[src/rtl/rom_loader_pkg.sv]
// Shared ROM types: word and address widths, default depth and the loader state encoding.
package rom_loader_pkg;

    localparam int ROM_DEPTH_DEFAULT = 256;
    localparam int ADDR_W            = $clog2(ROM_DEPTH_DEFAULT);

    typedef logic [31:0]       word_t;
    typedef logic [ADDR_W-1:0] rom_address_t;

    typedef enum logic [2:0] {
        ST_IDLE,
        ST_HEADER,
        ST_DATA,
        ST_WRITE,
        ST_DONE
    } loader_state_t;

endpackage

[src/rtl/rom_loader_byte_word_assembler.sv]
// Little-endian byte-to-word assembler: each accepted byte lands in the lane given by a 2-bit counter.
import rom_loader_pkg::*;

module byte_word_assembler (
    input  logic       clk,
    input  logic       reset,
    input  logic       clear,
    input  logic       shift_en,
    input  logic [7:0] byte_in,
    output word_t      word,
    output logic [1:0] lane,
    output logic       full
);

    // clear wins over shift so a session boundary always restarts at lane 0
    always_ff @(posedge clk or posedge reset) begin
        if (reset) begin
            word <= '0;
            lane <= 2'd0;
        end else if (clear) begin
            word <= '0;
            lane <= 2'd0;
        end else if (shift_en) begin
            word[{lane, 3'b000} +: 8] <= byte_in;
            lane                      <= lane + 2'd1;
        end
    end

    assign full = (lane == 2'd3);

endmodule

[src/rtl/rom_loader.sv]
// Loads a length-prefixed little-endian byte stream into instruction memory, one word per write strobe.
import rom_loader_pkg::*;

module rom_loader #(
    parameter int ROM_DEPTH = ROM_DEPTH_DEFAULT
) (
    input  logic                         clk,
    input  logic                         reset,
    input  logic                         start,
    input  logic                         byte_valid,
    input  logic [7:0]                   byte_data,
    output logic                         byte_ready,
    output logic                         mem_write_enable,
    output logic [$clog2(ROM_DEPTH)-1:0] mem_address,
    output word_t                        mem_data,
    output logic                         busy,
    output logic                         done,
    output logic                         error,
    output logic [15:0]                  word_count
);

    loader_state_t state, next_state;

    logic [$clog2(ROM_DEPTH)-1:0] addr;
    logic [15:0] n_words;
    logic [15:0] header_n;
    word_t       asm_word;
    logic [1:0]  lane;
    logic        full;
    logic        fire;
    logic        start_accept;
    logic        header_done;
    logic        header_over;

    assign fire         = byte_valid && byte_ready;
    assign start_accept = start && (state == ST_IDLE || state == ST_DONE);
    assign header_n     = {byte_data, asm_word[7:0]};
    assign header_done  = (state == ST_HEADER) && fire && (lane == 2'd1);
    assign header_over  = 32'(header_n) > 32'(ROM_DEPTH);

    // Header bytes reuse the assembler lanes; it is cleared again before the first data byte
    byte_word_assembler u_assembler (
        .clk      (clk),
        .reset    (reset),
        .clear    (start_accept || header_done),
        .shift_en (fire),
        .byte_in  (byte_data),
        .word     (asm_word),
        .lane     (lane),
        .full     (full)
    );

    always_ff @(posedge clk or posedge reset) begin
        if (reset) state <= ST_IDLE;
        else       state <= next_state;
    end

    always_comb begin
        next_state       = state;
        byte_ready       = 1'b0;
        mem_write_enable = 1'b0;
        busy             = 1'b0;
        done             = 1'b0;
        case (state)
            ST_IDLE: begin
                if (start) next_state = ST_HEADER;
            end
            ST_HEADER: begin
                byte_ready = 1'b1;
                busy       = 1'b1;
                if (header_done) begin
                    if (header_n == 16'd0 || header_over) next_state = ST_DONE;
                    else                                  next_state = ST_DATA;
                end
            end
            ST_DATA: begin
                byte_ready = 1'b1;
                busy       = 1'b1;
                if (fire && full) next_state = ST_WRITE;
            end
            ST_WRITE: begin
                busy             = 1'b1;
                mem_write_enable = 1'b1;
                if (word_count + 16'd1 == n_words) next_state = ST_DONE;
                else                               next_state = ST_DATA;
            end
            ST_DONE: begin
                done = 1'b1;
                if (start) next_state = ST_HEADER;
            end
            default: next_state = ST_IDLE;
        endcase
    end

    // After a full image the address counter rolls to 0 in DONE; it is only observed during WRITE
    always_ff @(posedge clk or posedge reset) begin
        if (reset) begin
            addr       <= '0;
            n_words    <= 16'd0;
            word_count <= 16'd0;
            error      <= 1'b0;
        end else begin
            if (start_accept) begin
                addr       <= '0;
                word_count <= 16'd0;
                error      <= 1'b0;
            end
            if (header_done) begin
                n_words <= header_n;
                if (header_over) error <= 1'b1;
            end
            if (state == ST_WRITE) begin
                addr       <= addr + 1'b1;
                word_count <= word_count + 16'd1;
            end
        end
    end

    assign mem_address = addr;
    assign mem_data    = asm_word;

endmodule

[config.mk]
export PLATFORM = sky130hd
export DESIGN_NAME = rom_loader
export DESIGN_NICKNAME = d
export VERILOG_FILES = /design/src/rtl/rom_loader_pkg.sv /design/src/rtl/rom_loader_byte_word_assembler.sv /design/src/rtl/rom_loader.sv
export SDC_FILE = /design/constraint.sdc
export NUM_CORES = 1
export LEC_CHECK = 0
export ABC_CLOCK_PERIOD_IN_PS = 2650
export CAP_MARGIN = 10
export CORE_AREA = 2 2 106 87
export DETAILED_ROUTE_END_ITERATION = 7
export DIE_AREA = 0 0 108 89
export PLACE_DENSITY = 0.73
export SETUP_SLACK_MARGIN = 0.4
export SLEW_MARGIN = 20
export SYNTH_ARGS = -nofsm -noshare
export SYNTH_HDL_FRONTEND = slang
export SYNTH_SLANG_ARGS = --single-unit
[constraint.sdc]
create_clock -name clk -period 2.65 [get_ports clk]
set_clock_uncertainty 0.15 [all_clocks]
set_input_delay 0.3975 -clock clk [delete_from_list [all_inputs] [get_ports clk]]
set_output_delay 0.3975 -clock clk [all_outputs]
set_load 0.005 [all_outputs]
==> results.toml <==
[synth]
syn_nets = 399
yosysUniqueCellTypes = 51
synth-seq-cells = 78
synth_ff_type = "dfrtp_1"
ys_seq_area_frac = 0.4965
syn_area_sq_um = 3931
netlist_instances = 380
yosysWarnings = 0
ys_async_sr_fraction = 1.000
syn_avg_cell_area_sq_um = 10.35
synth_edf_count = 0

[final_layout]
diodes = 0
nFillCells = 708
drive_gt1_frac = 0.2029
final_core_util = 0.6249
nets = 497
area_growth_pct = 34.25
fin_area_sq_um = 5278

[drt]
vias = 3306
drt_iter0_drc = 160
wire_per_inst_microns = 17.57
antenna_left = 0
viasPerCell = 5.556
finalWirelength_microns = 10460
dr.pass1.iters = 4
drc = 0

[timing]
fin_crit_ps = 2162
relSlewSlack = 0.6022
slew_viol_final = 0
whs_ps = 335.5
tns_ps = 0
hold_viol = 0
rsz0062_at_grt = "false"
setup_violations = 0
fmax_ghz = 0.4626
tightest_slew_ps = 596.7
post-route-period-util = 0.8157

[floorplanning]
die_w_microns = 108
die_area_sq_um = 9612
die_h_microns = 89
ioPinCount = 73
coreArea_sq_um = 8446
initial_utilization = 0.4655
num_rows = 30

[critical_path]
cp_max_fo = 5
path_class = "register to output port"
crit_arrival_ps = 1610
crit_path_start_kind = "register"
worstPathRequired_ps = 2100
end_kind = "output port"
worstPathCellList = "nor2_2, and2_1, clkdlybuf4s50_1"
slowest_delay_ps = 490
slowest_stage = "clkdlybuf4s50_1"

[global_route]
grt_usage = 0.2217
grt_pass1_vias = 3221
grt_max_degree = 79
grt_overflow = 0
grt_pass1_wl_microns = 16490
antenna_found_initial = 0

[power_and_ir_drop]
powerDensity_nw_per_um2 = 754.2
power.total_mw = 3.981
ir_worst_vdd_v = 0.0004454
leakage_nw = 2.316

[worst_hold_path]
min_path_type = "register to register"

[place]
port_buffers = 72
dpl.hpwl_microns = 6925
gp_congestion = 0.8032
postPlaceCellArea_sq_um = 4846

[clock_tree]
clock_latency_ps = 360
cts-root-buf = "clkbuf_8"
path_clk_slew_ps = 90
numCtsBuffers = 9
cts_tree = "done"
htreeDepth = 3
clock_path_buffers = 2
cts_sinks = 78

[job]
cap_viol_max_count = 0

[run_status]
status = "finished, final reports clean"
-- worst max-delay path, delay by kind of cell (launching register included) --
kind          cells  cell delay, ps
simple gates      2             310
buf+inv           1             490
flops             1             460
-- where the power goes --
group          switching [mW]  internal [mW]  total, mW
clock                   0.462          0.485      0.947
sequential              0.214           1.39       1.60
combinational           0.735          0.693       1.43
-- registers in the layout (all words and copies together), names as in the netlist --
name,flops
u_assembler.word,32
mem_address,8
error,1
u_assembler.lane,2
word_count,16
state,3
n_words,16
-- per-stage QoR --
| stage | worst slack [ps] | instances |
|---|---|---|
| after floorplan | 597.6 | 380 |
| after global placement | 186.0 | 565 |
| after detailed placement | 156.0 | 565 |
| after CTS | 365.7 | 587 |
| after global routing | 347.7 | 595 |
| final | 488.3 | 595 |
-- Yosys cell counts, types with 2 or more instances --
master | n | share of area
inv_1 | 5 | 0.0048
a31oi_1 | 3 | 0.0048
nor4_2 | 4 | 0.013
dfrtp_1 | 78 | 0.50
buf_2 | 6 | 0.0076
xor2_1 | 6 | 0.013
nor2_1 | 30 | 0.029
xnor2_1 | 22 | 0.049
nor3b_1 | 2 | 0.0038
a21oi_1 | 8 | 0.010
clkbuf_1 | 4 | 0.0038
nor3_1 | 3 | 0.0038
o21ai_0 | 38 | 0.048
nand2_1 | 49 | 0.047
o41ai_1 | 3 | 0.0067
o22ai_1 | 2 | 0.0032
and2_1 | 3 | 0.0048
nand4_1 | 4 | 0.0064
nor3b_2 | 2 | 0.0064
and3_1 | 8 | 0.013
nand3_1 | 12 | 0.015
ha_1 | 7 | 0.022
a21oi_2 | 3 | 0.0067
nand2b_1 | 4 | 0.0064
mux2_2 | 16 | 0.046
nor2_2 | 2 | 0.0032
o31ai_1 | 5 | 0.0095
o21ai_1 | 2 | 0.0025
a22o_1 | 22 | 0.049
nand4_2 | 2 | 0.0064
buf_4 | 3 | 0.0057
or4_1 | 3 | 0.0057
-- kinds of logic (layout without fill, tap and decap cells) --
kind of cell / count (synthesis) / in the layout / share of synthesized area
and+or+nand+nor: 139 / 139 / 0.1929
AOI/OAI and AO/OA: 92 / 92 / 0.1547
DFF: 78 / 78 / 0.4965
xor gates and xnor gates: 28 / 28 / 0.06238
buffers and inverters: 19 / 122 / 0.02291
muxes: 17 / 17 / 0.04838
adders and majority gates: 7 / 7 / 0.02228
-- placed cells by master, fill, tap and decap left out, types with 16 or more instances in the layout --
master           count
buf_4               27
o21ai_0             36
mux2_2              16
dfrtp_1             69
xnor2_1             22
nand2_1             49
a22o_1              22
nor2_1              29
clkdlybuf4s50_1     70
-- final timing paths --
| check | endpoint | slack, ps | from | cells after the start |
|---|---|---|---|---|
| min in group asynchronous | u_assembler.word[15]$_DFFE_PP0P_ | 360 | reset | 3 |
| worst min register to register | mem_address[7]$_DFFE_PP0P_ | 340 | mem_address[7]$_DFFE_PP0P_ | 1 |
| worst max register to register | state[2]$_DFFE_PP0P_ | 540 | word_count[1]$_DFFE_PP0P_ | 7 |
| worst min-delay path | mem_address[7]$_DFFE_PP0P_ | 340 | mem_address[7]$_DFFE_PP0P_ | 1 |
| max in group asynchronous | word_count[3]$_DFFE_PP0P_ | 1640 | reset | 3 |
| worst max-delay path | done | 490 | state[0]$_DFFE_PP0P_ | 3 |
-- layer usage --
metal	wire length [microns]	GRT usage	up-vias
met5	0	0	-
met4	47	0.05245	0
met3	432	0.04810	7
met2	4998	0.3465	64
met1	4977	0.3196	1675
li1	-	-	1560
-- timing repair --
item                       CTS  global route
buffers inserted             6             8
setup endpoints to repair   10            29
hold buffers                 0             0
pin swaps                    1             5
hold endpoints to repair     0             0
gates resized for setup      6            25
-- area by class of cell --
| type | instances | area, sq um | share of cell area |
|---|---|---|---|
| Sequential cell | 78 | 1963 | 0.3720 |
| Inverter | 6 | 26.28 | 0.004979 |
| Clock inverter | 5 | 57.56 | 0.01091 |
| Clock buffer | 11 | 151.4 | 0.02869 |
| Timing Repair Buffer | 100 | 948.4 | 0.1797 |
| Tap cell | 112 | 140.1 | 0.02655 |
| Multi-Input combinational cell | 283 | 1991 | 0.3772 |
No activity file was read; power rests on OpenSTA's default activity.
